### config.mk
export PLATFORM = sky130hd
export DESIGN_NAME = keypad_scanner_flat
export DESIGN_NICKNAME = d
export VERILOG_FILES = /design/src/rtl/keypad_scanner_if.sv /design/src/rtl/keypad_scanner.sv /design/src/flat_wrapper.sv
export SDC_FILE = /design/constraint.sdc
export NUM_CORES = 1
export LEC_CHECK = 0
export ABC_AREA = 1
export BUFFER_PORTS_ARGS = -buffer_cell sky130_fd_sc_hd__buf_2
export CAP_MARGIN = 20
export CORE_MARGIN = 4
export CORE_UTILIZATION = 56
export DETAILED_ROUTE_END_ITERATION = 8
export GPL_TIMING_DRIVEN = 0
export PLACE_DENSITY = 0.84
export SLEW_MARGIN = 20
export SYNTH_ARGS = -nofsm -noshare
export SYNTH_HDL_FRONTEND = slang
export SYNTH_SLANG_ARGS = --single-unit
export TNS_END_PERCENT = 100
### constraint.sdc
create_clock -name clk -period 3.92 [get_ports clk]
set_clock_uncertainty 0.05 [all_clocks]
set_input_delay 0.784 -clock clk [delete_from_list [all_inputs] [get_ports clk]]
set_output_delay 0.784 -clock clk [all_outputs]
set_load 0.03 [all_outputs]
### src/rtl/keypad_scanner_if.sv
// Pin-side bundle of the keypad scanner: matrix rows/columns plus the encoded-key strobe
// toward the code-lock decider.
interface keypad_scanner_if;
    logic [2:0] col_n;
    logic [3:0] row_n;
    logic [3:0] Code_1;
    logic       Valid_1;
    logic       key_held;

    modport master (input col_n, output row_n, output Code_1, output Valid_1, output key_held);
    modport slave  (output col_n, input row_n, input Code_1, input Valid_1, input key_held);
endinterface

### src/rtl/keypad_scanner.sv
// 4x3 matrix keypad scanner: row scan, column synchronisation, press/release debounce and
// key encoding. Emits exactly one Valid_1 strobe per debounced press, no auto-repeat.
module keypad_scanner #(
    parameter int unsigned SCAN_DIV     = 4,
    parameter int unsigned DEBOUNCE_CNT = 3
) (
    input  logic             clk,
    input  logic             reset_1,
    keypad_scanner_if.master kp
);
    localparam int unsigned TMR_W = (SCAN_DIV > 1) ? $clog2(SCAN_DIV) : 1;
    localparam int unsigned CNT_W = $clog2(DEBOUNCE_CNT + 1);
    localparam bit ACCEPT_ON_FIRST = (DEBOUNCE_CNT <= 1);

    typedef enum logic [1:0] {SCAN = 2'd0, DEBOUNCE = 2'd1, HOLD = 2'd2} state_t;

    state_t           state, state_nxt;
    logic [2:0]       col_s1, col_s2;
    logic [TMR_W-1:0] timer, timer_nxt;
    logic [1:0]       row_idx, row_idx_nxt;
    logic [3:0]       row_drv, row_drv_nxt;
    logic [2:0]       cand, cand_nxt;
    logic [CNT_W-1:0] stable_cnt, stable_nxt, stable_inc;
    logic [CNT_W-1:0] rel_cnt, rel_nxt, rel_inc;
    logic [3:0]       code, code_nxt;
    logic             valid, valid_nxt, held, held_nxt;
    logic             tick, single, cand_match, cand_high;
    logic             scan_hit, accept, drop, release_done, advance;

    function automatic logic [3:0] encode(input logic [1:0] r, input logic [2:0] pat);
        logic [3:0] c;
        case (pat)
            3'b110:  c = 4'd0;
            3'b101:  c = 4'd1;
            default: c = 4'd2;
        endcase
        if (r == 2'd3) begin
            case (c)
                4'd0:    return 4'd10;
                4'd1:    return 4'd0;
                default: return 4'd11;
            endcase
        end
        return {2'b00, r} * 4'd3 + c + 4'd1;
    endfunction

    // Sample decode and the events that steer both the FSM and the datapath
    assign tick         = (timer == TMR_W'(SCAN_DIV - 1));
    assign single       = (col_s2 == 3'b110) || (col_s2 == 3'b101) || (col_s2 == 3'b011);
    assign cand_match   = (col_s2 == cand);
    assign cand_high    = ((~col_s2 & ~cand) == 3'b000);
    assign stable_inc   = stable_cnt + CNT_W'(1);
    assign rel_inc      = rel_cnt + CNT_W'(1);
    assign scan_hit     = tick && (state == SCAN) && single;
    assign drop         = tick && (state == DEBOUNCE) && !cand_match;
    assign accept       = (scan_hit && ACCEPT_ON_FIRST) ||
                          (tick && (state == DEBOUNCE) && cand_match &&
                           (stable_inc >= CNT_W'(DEBOUNCE_CNT)));
    assign release_done = tick && (state == HOLD) && cand_high &&
                          (rel_inc >= CNT_W'(DEBOUNCE_CNT));
    assign advance      = (tick && (state == SCAN) && !single) || drop || release_done;

    always_ff @(posedge clk) begin
        if (reset_1) state <= SCAN;
        else         state <= state_nxt;
    end

    always_comb begin
        state_nxt = state;
        if (accept)                    state_nxt = HOLD;
        else if (scan_hit)             state_nxt = DEBOUNCE;
        else if (drop || release_done) state_nxt = SCAN;
    end

    always_comb begin
        timer_nxt   = tick ? '0 : timer + TMR_W'(1);
        row_idx_nxt = advance ? row_idx + 2'd1 : row_idx;
        row_drv_nxt = ~(4'b0001 << row_idx_nxt);
        cand_nxt    = scan_hit ? col_s2 : cand;
        stable_nxt  = stable_cnt;
        rel_nxt     = rel_cnt;
        code_nxt    = code;
        valid_nxt   = 1'b0;
        held_nxt    = held;
        if (tick) begin
            case (state)
                SCAN:     stable_nxt = scan_hit ? CNT_W'(1) : '0;
                DEBOUNCE: stable_nxt = cand_match ? stable_inc : '0;
                HOLD:     rel_nxt    = cand_high ? rel_inc : '0;
                default:  stable_nxt = '0;
            endcase
        end
        if (accept) begin
            code_nxt   = encode(row_idx, cand_nxt);
            valid_nxt  = 1'b1;
            held_nxt   = 1'b1;
            stable_nxt = '0;
            rel_nxt    = '0;
        end
        if (release_done) begin
            held_nxt = 1'b0;
            rel_nxt  = '0;
        end
    end

    always_ff @(posedge clk) begin
        if (reset_1) begin
            col_s1     <= 3'b000;
            col_s2     <= 3'b000;
            timer      <= '0;
            row_idx    <= 2'd0;
            row_drv    <= 4'b1110;
            cand       <= 3'b000;
            stable_cnt <= '0;
            rel_cnt    <= '0;
            code       <= 4'b0000;
            valid      <= 1'b0;
            held       <= 1'b0;
        end else begin
            col_s1     <= kp.col_n;
            col_s2     <= col_s1;
            timer      <= timer_nxt;
            row_idx    <= row_idx_nxt;
            row_drv    <= row_drv_nxt;
            cand       <= cand_nxt;
            stable_cnt <= stable_nxt;
            rel_cnt    <= rel_nxt;
            code       <= code_nxt;
            valid      <= valid_nxt;
            held       <= held_nxt;
        end
    end

    assign kp.row_n    = row_drv;
    assign kp.Code_1   = code;
    assign kp.Valid_1  = valid;
    assign kp.key_held = held;
endmodule

### src/flat_wrapper.sv
// flat-port wrapper written by rule: the top's interface ports become plain ports
module keypad_scanner_flat 
#(
    parameter int unsigned SCAN_DIV     = 4,
    parameter int unsigned DEBOUNCE_CNT = 3
)
  (clk, reset_1, kp_col_n, kp_row_n, kp_Code_1, kp_Valid_1, kp_key_held);
  keypad_scanner_if kp_i ();
  input  logic clk;
  input  logic reset_1;
  input wire logic [$bits(kp_i.col_n)-1:0] kp_col_n;
  output wire logic [$bits(kp_i.row_n)-1:0] kp_row_n;
  output wire logic [$bits(kp_i.Code_1)-1:0] kp_Code_1;
  output wire logic [$bits(kp_i.Valid_1)-1:0] kp_Valid_1;
  output wire logic [$bits(kp_i.key_held)-1:0] kp_key_held;
  assign kp_i.col_n = kp_col_n;
  assign kp_row_n = kp_i.row_n;
  assign kp_Code_1 = kp_i.Code_1;
  assign kp_Valid_1 = kp_i.Valid_1;
  assign kp_key_held = kp_i.key_held;
  keypad_scanner #(.SCAN_DIV(SCAN_DIV), .DEBOUNCE_CNT(DEBOUNCE_CNT)) u_core (.clk(clk), .reset_1(reset_1), .kp(kp_i));
endmodule
==> results.py, run 1 <==
metrics = {
    "critical_path": {
        "crit_required_ns": 4.13,
        "critPathArrivalTime_ns": 3.23,
        "reg2reg_from": "u_core.timer[0]",
        "worstSetupStartpointType": "flop",
        "critical_path_class": "flop to flop",
        "endpoint_kind": "flop",
        "startpoint": "u_core.timer[0]",
        "cp_max_fo": 7,
    },
    "power_and_ir_drop": {
        "combPwrFrac_pct": 9.9,
        "p_leak_nw": 0.800,
        "powerDensity_nw_per_um2": 414,
        "irDropWorstVdd_mv": 0.436,
        "switching_share_pct": 22.4,
        "clkPwrFrac_pct": 44.2,
        "internal_power_w": 0.000527,
        "p_total_w": 0.000679,
        "power_switching_w": 0.000152,
        "p_seq_share_pct": 45.9,
    },
    "placement": {
        "port_buffers": 14,
        "dpl_worst_slack_ns": 0.936,
        "dp_hpwl_um": 2030,
        "globalplace.congestion": 0.816,
        "placedCellCount": 223,
    },
    "yosys": {
        "yosysSeqAreaShare_pct": 40.6,
        "synth_top_cells_by_area": "dfxtp_1 (41%), nand2_1 (11%), ha_1 (8.7%), inv_1 (7.6%), nor2_1 (5.2%)",
        "ys_seq_elements": 29,
        "synth_area_leader_cell": "dfxtp_1",
        "synth_nets": 196,
        "synth_most_common_cell": "nand2_1",
        "ys_types": 26,
        "async_flop_share_pct": 0,
        "synth_area_sq_um": 1430,
        "synth_top_area_share_pct": 40.6,
        "synthCells": 179,
        "synth_edf_count": 0,
        "synth_commonest_cells": "nand2_1 (41), dfxtp_1 (29), inv_1 (29)",
        "yosysWarnings": 0,
        "avgSynthCellArea_sq_um": 8.00,
        "synthFlopType": "dfxtp_1",
    },
    "drt": {
        "post_drt_via_cell_ratio": 4.94,
        "dr.pass1.iters": 4,
        "wl_per_cell_um": 11.2,
        "dr_total_vias": 1142,
        "drt_wl_total_um": 2590,
        "drtIter0Drc": 28,
        "drc": 0,
        "ant_nets": 0,
    },
    "clock_network": {
        "cts_tree": "yes",
        "postCtsSetupRepairBufs": 0,
        "htree_levels": 2,
        "clockRootBuffer": "clkbuf_4",
        "cts_made_buffers": 5,
        "hold_buffers": 0,
        "clkTransAtPathRegs_ns": 0.09,
        "cts_resized": 0,
        "clock_path_buffers": 2,
        "clock_sinks": 29,
        "insertion_delay_ns": 0.33,
    },
    "outcome": {
        "status": "finished, final reports clean",
    },
    "timing": {
        "hold_viol": 0,
        "fin_ws_ns": 0.903,
        "setup_viol": 0,
        "period_share_pct": 77.0,
        "layout_min_cycle_time_ns": 3.02,
        "drv_slew": 0,
        "grt_setup_unrepaired": "false",
        "max_freq_ghz": 0.331,
        "setup_tns_ns": 0,
        "slew_headroom_pct": 70.4,
        "tightest_slew_ns": 0.443,
    },
    "final_layout": {
        "layoutNonFillerInstCount": 231,
        "nets": 217,
        "final_layout_size_suffix_gt1_share_pct": 20.4,
        "area_delta_synth_final_pct": 14.7,
        "post-route-util_pct": 66.9,
        "diodes": 0,
    },
    "global_route": {
        "grt_max_degree": 11,
        "grt.met2_usage_pct": 32.2,
        "use_met3_pct": 5.26,
        "overflow": 0,
        "antenna_found_initial": 0,
        "gr-usage-all-layers_pct": 18.1,
        "busiest_layer": "met2",
        "first_global_vias": 1105,
        "grt_pass1_wl_um": 4560,
        "grt_use_met1_pct": 18.9,
    },
    "floorplanning": {
        "core_sq_um": 2450,
        "die_area_sq_um": 3430,
        "num_rows": 18,
        "die_w_um": 58.6,
        "pin_count": 15,
        "start_util_pct": 58.3,
        "fp.dieH_um": 58.6,
    },
    "min_path": {
        "worstHoldStart": "u_core.col_s1[1]",
        "hp-class": "flop to flop",
    },
    "run": {
        "cap_violations": 0,
    },
}
==> cells in the final DEF, fill, tap and decap left out, types with 2 or more instances in the layout <==
master / count
inv_1: 29
clkbuf_4: 5
nor2_4: 3
ha_1: 10
nand3_2: 3
nand2_1: 41
a21oi_1: 6
inv_2: 3
nor2_1: 20
nand2_2: 2
dfxtp_1: 29
o21ai_0: 3
nor3_1: 2
fa_1: 2
nand2_4: 3
bufinv_16: 2
nand3_1: 12
buf_2: 14
==> worst paths after layout <==
check | end | slack [ns] | depth (start not counted)
setup / recovery | u_core.kp.Code_1[2] | 0.90 | 13
hold / removal | u_core.col_s2[1] | 0.36 | 2
setup reg to reg | u_core.kp.Code_1[2] | 0.90 | 13
hold reg to reg | u_core.col_s2[1] | 0.36 | 2
==> registers in the layout, indices dropped and copies added, names as in the netlist <==
register / flops
u_core.cand: 3
u_core.col_s1: 3
u_core.col_s2: 3
u_core.kp.Code_1: 4
u_core.kp.Valid_1: 1
u_core.kp.key_held: 1
u_core.kp.row_n: 4
u_core.rel_cnt: 2
u_core.row_idx: 2
u_core.stable_cnt: 2
u_core.state: 2
u_core.timer: 2
==> power by group through the flow <==
stage / clock (W) / sequential, W / combinational, W
6_report: 0.000300 / 0.000312 / 0.0000670
5_1_grt: 0.000327 / 0.000313 / 0.0000763
4_1_cts: 0.000308 / 0.000312 / 0.0000678
3_5_place_dp: 0 / 0.000319 / 0.0000668
3_3_place_gp: 0 / 0.000318 / 0.0000630
2_1_floorplan: 0 / 0.000323 / 0.0000451
==> per-stage QoR <==
| step | hold slack, ns | cell area (sq um) |
|---|---|---|
| 6_report | 0.357 | 1640 |
| 5_1_grt | 0.383 | 1640 |
| 4_1_cts | 0.360 | 1640 |
| 3_5_place_dp | 0.346 | 1540 |
| 3_3_place_gp | 0.339 | 1540 |
| 2_1_floorplan | 0.338 | 1430 |
==> logic make-up (layout without fill, tap and decap cells) <==
group / after synthesis / count (layout) / share of synthesized area (%)
AND/OR/NAND/NOR: 90 / 90 / 31.4
XOR/XNOR: 1 / 1 / 1.92
flip-flops: 29 / 29 / 40.6
buffers and inverters: 34 / 56 / 8.92
AO/OA/AOI/OAI: 13 / 13 / 5.68
adder cells (fa/ha/maj): 12 / 12 / 11.5
==> critical path: stages (launching register included) <==
cell and delay (ns):
dfxtp_1 0.35, ha_1 0.26, inv_2 0.10, nor3_4 0.26, nand2_2 0.18, a21oi_4 0.18, nand3_2 0.12, nand2_1 0.11
inv_1 0.05, fa_1 0.49, fa_1 0.45, a21oi_1 0.12, o21ai_0 0.11, o21ai_1 0.12
==> final cells by class <==
| class | instances | area (sq um) |
|---|---|---|
| fillers | 193 | 813 |
| multi-input cells | 116 | 723 |
| flip-flops and latches | 29 | 581 |
| inverters | 33 | 124 |
| repair buffers | 14 | 70.1 |
| clock inverters | 3 | 65.1 |
| clock buffers | 5 | 37.5 |
| well taps | 30 | 37.5 |
| plain buffers | 1 | 3.75 |
==> per-layer routing <==
metal	vias to the layer above	wire [um]
met3	5	121
met1	514	1050
met4	0	51
met5	-	0
li1	598	-
met2	25	1360
No activity file was read; power rests on OpenSTA's default activity.
==> inputs of run 2 (changes only) <==
--- a/config.mk
+++ b/config.mk
@@ -8,11 +8,12 @@
 export ABC_AREA = 1
 export BUFFER_PORTS_ARGS = -buffer_cell sky130_fd_sc_hd__buf_2
 export CAP_MARGIN = 20
+export CORE_ASPECT_RATIO = 2
 export CORE_MARGIN = 4
-export CORE_UTILIZATION = 56
+export CORE_UTILIZATION = 51
 export DETAILED_ROUTE_END_ITERATION = 8
 export GPL_TIMING_DRIVEN = 0
-export PLACE_DENSITY = 0.84
+export PLACE_DENSITY = 0.81
 export SLEW_MARGIN = 20
 export SYNTH_ARGS = -nofsm -noshare
 export SYNTH_HDL_FRONTEND = slang
==> constraint.sdc (replaced) <==
create_clock -name clk -period 2.45 [get_ports clk]
set_clock_uncertainty 0.05 [all_clocks]
set_input_delay 0.49 -clock clk [delete_from_list [all_inputs] [get_ports clk]]
set_output_delay 0.49 -clock clk [all_outputs]
set_load 0.03 [all_outputs]
==> results.py, run 2 (synthesis gave the netlist of run 1 again) <==
metrics = {
    "critical_path": {
        "crit_required_ns": 2.58,
        "crit_family": "adder cells",
        "path_buf_inv": 3,
        "endpoint_kind": "flop",
        "cpPeakStageDelay_ns": 0.54,
        "path_common_cell": "nand2_1",
        "critPathArrivalTime_ns": 2.87,
        "worstSetupStartpointType": "flop",
        "cp_max_fo": 4,
        "critical_path_class": "flop to flop",
        "crit_path_cell_trace": "ha_4 -> inv_4 -> nor3_4 -> buf_6 -> nand3_2 -> nand2_2 -> nand3_2 -> nand2_2 -> inv_2 -> fa_1 -> fa_2 -> nand2_1 -> nand2_1 -> nand2_1 -> nand2_1",
        "critPathSlowestCell": "fa_1",
    },
    "clock_network": {
        "cts_made_buffers": 5,
        "clock_path_buffers": 2,
        "clkTransAtPathRegs_ns": 0.06,
        "insertion_delay_ns": 0.28,
        "clock_sinks": 29,
        "cts_tree": "yes",
        "htree_levels": 2,
        "clockRootBuffer": "clkbuf_8",
    },
    "timing": {
        "tightest_slew_ns": 0.480,
        "drv_slew": 0,
        "setup_tns_ns": -0.719,
        "slew_headroom_pct": 67.9,
        "whs_ns": 0.340,
        "grt_setup_unrepaired": "true",
        "period_share_pct": 112,
        "hold_viol": 0,
        "layout_min_cycle_time_ns": 2.75,
        "fin_ws_ns": -0.295,
        "setup_viol": 3,
        "max_freq_ghz": 0.364,
    },
    "drt": {
        "wl_per_cell_um": 12.4,
        "drtIter0Drc": 41,
        "ant_nets": 0,
        "dr_total_vias": 1217,
        "post_drt_via_cell_ratio": 4.99,
        "drt_wl_total_um": 3040,
        "dr.pass1.iters": 4,
        "drc": 0,
    },
    "global_route": {
        "gr-usage-all-layers_pct": 16.8,
        "first_global_vias": 1204,
        "antenna_found_initial": 0,
        "grt_pass1_wl_um": 4690,
        "grt_max_degree": 11,
        "overflow": 0,
    },
    "placement": {
        "placed_area_sq_um": 1550,
        "port_buffers": 14,
        "globalplace.congestion": 0.807,
        "dp_hpwl_um": 1960,
        "dpl_worst_slack_ns": -0.409,
    },
    "power_and_ir_drop": {
        "p_total_w": 0.00100,
        "powerDensity_nw_per_um2": 545,
        "irDropWorstVdd_mv": 0.495,
        "p_leak_nw": 0.875,
    },
    "final_layout": {
        "final_layout_size_suffix_gt1_share_pct": 35.3,
        "layout_commonest_cell": "nand2_1",
        "final_area_sq_um": 1840,
        "nets": 231,
        "final_cell_mix": "nand2_1 (35), inv_1 (28), dfxtp_1 (25), nor2_1 (19), buf_2 (14)",
        "area_delta_synth_final_pct": 28.3,
        "diodes": 0,
    },
    "floorplanning": {
        "fp.dieH_um": 82.9,
        "num_rows": 27,
        "core_sq_um": 2740,
        "die_w_um": 45.5,
        "die_area_sq_um": 3770,
        "pin_count": 15,
        "start_util_pct": 52.3,
    },
    "outcome": {
        "failed_checks": "negative setup slack",
        "status": "finished, violations left",
    },
    "run": {
        "cap_violations": 0,
    },
    "min_path": {
        "hp-class": "flop to flop",
    },
}
## run 2: report_power, final
group          switching [W]  total, W  internal, W
Combinational      0.0000746  0.000130    0.0000558
Sequential         0.0000137  0.000503     0.000490
Clock               0.000171  0.000367     0.000196
Total               0.000259   0.00100     0.000742
## run 2: layer usage
| metal | vias to the layer above | global-route usage, % | part of all wire [%] |
|---|---|---|---|
| li1 | 624 | - | - |
| met1 | 549 | 15.8 | 37 |
| met2 | 30 | 29.2 | 55 |
| met3 | 14 | 3.90 | 3.8 |
| met4 | 0 | 11.2 | 4.5 |
| met5 | - | 0 | 0 |
## run 2: final timing paths
kind                            slack (ns)  depth (start not counted)                   to             start
worst max-delay path                 -0.30                         15  u_core.kp.Code_1[1]   u_core.timer[0]
worst min-delay path                  0.34                          2     u_core.col_s2[1]  u_core.col_s1[1]
worst max register to register       -0.30                         15  u_core.kp.Code_1[1]   u_core.timer[0]
worst min register to register        0.34                          2     u_core.col_s2[1]  u_core.col_s1[1]
## run 2: metrics by stage
stage / instances / utilization (%)
floorplan: 179 / -
global placement: 222 / 56.8
detailed placement: 222 / 56.8
CTS: 237 / 62.7
global route: 244 / 67.1
finish: 244 / 67.1
## run 2: repair_timing
action,CTS,global route
endpoints found under the setup margin,3,3
pin swaps,10,15
hold buffers,0,0
buffers inserted,7,7
gates resized for setup,8,18
## run 2: area by class of cell
type,instances,area [sq um]
Clock buffer,6,72.6
Sequential cell,29,586
Clock inverter,2,10.0
Fill cell,211,900
Tap cell,29,36.3
Buffer,1,3.75
Inverter,33,126
Timing Repair Buffer,28,183
Multi-Input combinational cell,116,820
## run 2: worst reg2reg max path: stages (launching register included)
cell	delay [ns]
dfxtp_2	0.35
ha_4	0.16
inv_4	0.04
nor3_4	0.26
buf_6	0.18
nand3_2	0.08
nand2_2	0.09
nand3_2	0.09
nand2_2	0.10
inv_2	0.04
fa_1	0.54
fa_2	0.45
nand2_1	0.07
nand2_1	0.04
nand2_1	0.05
nand2_1	0.05
==> inputs of run 3 (changes only) <==
--- a/config.mk
+++ b/config.mk
@@ -13,7 +13,7 @@
 export CORE_UTILIZATION = 51
 export DETAILED_ROUTE_END_ITERATION = 8
 export GPL_TIMING_DRIVEN = 0
-export PLACE_DENSITY = 0.81
+export PLACE_DENSITY_LB_ADDON = 0.05
 export SLEW_MARGIN = 20
 export SYNTH_ARGS = -nofsm -noshare
 export SYNTH_HDL_FRONTEND = slang
==> results.py, run 3 (synthesis gave the netlist of run 1 again) <==
metrics = {
    "global_route": {
        "overflow": 0,
        "antenna_found_initial": 0,
        "first_global_vias": 1226,
        "gr-usage-all-layers_pct": 18.0,
        "grt_max_degree": 11,
        "grt_pass1_wl_um": 4970,
    },
    "final_layout": {
        "diodes": 0,
        "area_delta_synth_final_pct": 25.3,
        "layoutNonFillerInstCount": 242,
        "regArea_sq_um": 586,
        "post-route-util_pct": 65.6,
        "final_layout_size_suffix_gt1_share_pct": 32.4,
        "layout_commonest_cell": "nand2_1",
        "nets": 229,
        "fill_cells": 259,
        "multi_input_area_sq_um": 796,
        "final_cell_mix": "nand2_1 (39), inv_1 (28), dfxtp_1 (25), nor2_1 (19), buf_2 (14)",
    },
    "floorplanning": {
        "core_sq_um": 2740,
        "num_rows": 27,
        "die_area_sq_um": 3770,
        "pin_count": 15,
        "start_util_pct": 52.3,
        "die_w_um": 45.5,
        "fp.dieH_um": 82.9,
    },
    "clock_network": {
        "cts_made_buffers": 5,
        "clock_path_buffers": 2,
        "insertion_delay_ns": 0.28,
        "cts_tree": "yes",
        "clock_sinks": 29,
        "clkTransAtPathRegs_ns": 0.06,
        "hold_buffers": 0,
        "htree_levels": 2,
        "clockRootBuffer": "clkbuf_8",
    },
    "timing": {
        "fin_ws_ns": -0.192,
        "period_share_pct": 108,
        "drv_slew": 0,
        "tightest_slew_ns": 0.495,
        "setup_viol": 3,
        "setup_tns_ns": -0.451,
        "grt_setup_unrepaired": "true",
        "slew_headroom_pct": 66.9,
        "hold_viol": 0,
        "max_freq_ghz": 0.379,
        "layout_min_cycle_time_ns": 2.64,
    },
    "min_path": {
        "hp-class": "flop to flop",
    },
    "power_and_ir_drop": {
        "irDropWorstVdd_mv": 0.435,
        "powerDensity_nw_per_um2": 559,
        "p_total_w": 0.00100,
        "p_leak_nw": 0.857,
    },
    "run": {
        "cap_violations": 0,
    },
    "outcome": {
        "failed_checks": "negative setup slack",
        "status": "finished, violations left",
    },
    "critical_path": {
        "endpoint_kind": "flop",
        "cp_max_fo": 6,
        "path_common_cell": "nand2_1",
        "crit_required_ns": 2.58,
        "crit_path_cell_trace": "ha_4 -> inv_4 -> nor3_4 -> nand2_4 -> a21oi_4 -> nand3_2 -> nand2_2 -> inv_2 -> fa_1 -> fa_2 -> nand2_1 -> nand2_1 -> nand2_1 -> nand2_1",
        "worstSetupStartpointType": "flop",
        "critical_path_class": "flop to flop",
        "critPathSlowestCell": "fa_1",
        "critPathArrivalTime_ns": 2.77,
        "cpPeakStageDelay_ns": 0.52,
    },
    "drt": {
        "drc": 0,
        "dr_total_vias": 1200,
        "post_drt_via_cell_ratio": 4.96,
        "dr.pass1.iters": 4,
        "wl_per_cell_um": 12.0,
        "ant_nets": 0,
        "drt_wl_total_um": 2910,
        "drtIter0Drc": 10,
    },
    "placement": {
        "placedCellCount": 222,
        "globalplace.congestion": 0.797,
        "port_buffers": 14,
        "dp_hpwl_um": 2210,
    },
}
run 3: cell types whose count changed in the layout (fill, tap and decap cells not counted):
cell     before  now
buf_6         2    1
ha_1          8    7
a21oi_2       1    2
nand2_2       6    3
nand3_1       6    9
nand2_1      35   39
nand3_2       8    5
ha_2          0    1
buf_4        12   11
a21oi_1       5    4
nand2_4       5    4
run 3: what timing repair did:
| action | in CTS | in global routing |
|---|---|---|
| resized for setup | 11 | 8 |
| hold endpoints to repair | 0 | 0 |
| buffers inserted | 10 | 2 |
| endpoints found under the setup margin | 3 | 4 |
| pin swaps | 11 | 8 |
| gates cloned | 0 | 0 |
run 3: stage by stage:
step	setup slack [ns]	area [sq um]	hold WS (ns)
5_1_grt	-0.328	1790	0.365
2_1_floorplan	-0.150	1450	0.338
6_report	-0.192	1790	0.349
3_5_place_dp	-0.411	1550	0.348
3_3_place_gp	-0.381	1550	0.348
4_1_cts	-0.250	1750	0.359
run 3: worst paths after layout:
kind	to	slack [ns]	from	cells past startpoint
worst max-delay path	u_core.kp.Code_1[1]	-0.19	u_core.timer[0]	14
worst min register to register	u_core.col_s2[1]	0.35	u_core.col_s1[1]	2
worst max register to register	u_core.kp.Code_1[1]	-0.19	u_core.timer[0]	14
worst min-delay path	u_core.col_s2[1]	0.35	u_core.col_s1[1]	2
run 3: metal layers:
layer | routed length, um | global-route usage (%)
met3 | 103 | 5.21
met1 | 906 | 13.7
met4 | 102 | 9.33
met2 | 1800 | 35.2
met5 | 0 | 0
run 3: final cells by class:
| type | instances | area share [%] |
|---|---|---|
| clock buffer | 6 | 4.04 |
| inverter | 33 | 7.04 |
| multi-input combinational | 116 | 44.4 |
| buffer | 1 | 0.209 |
| sequential | 29 | 32.6 |
| tap | 29 | 2.02 |
| clock inverter | 2 | 0.558 |
| timing repair buffer | 26 | 9.14 |
run 3: where the power goes:
part	internal [W]	switching [W]	total (W)	leakage, nW
clock network	0.000196	0.000173	0.000369	0.0450
logic	0.0000577	0.0000734	0.000131	0.575
registers	0.000490	0.0000132	0.000503	0.237
run 3: worst max-delay path: cells and delay by family (launching register included):
family	cells	cell delay, ns
adder cells (fa/ha/maj)	3	1.11
AND/OR/NAND/NOR	8	0.76
flip-flops	1	0.35
AO/OA/AOI/OAI	1	0.21
buffers and inverters	2	0.08
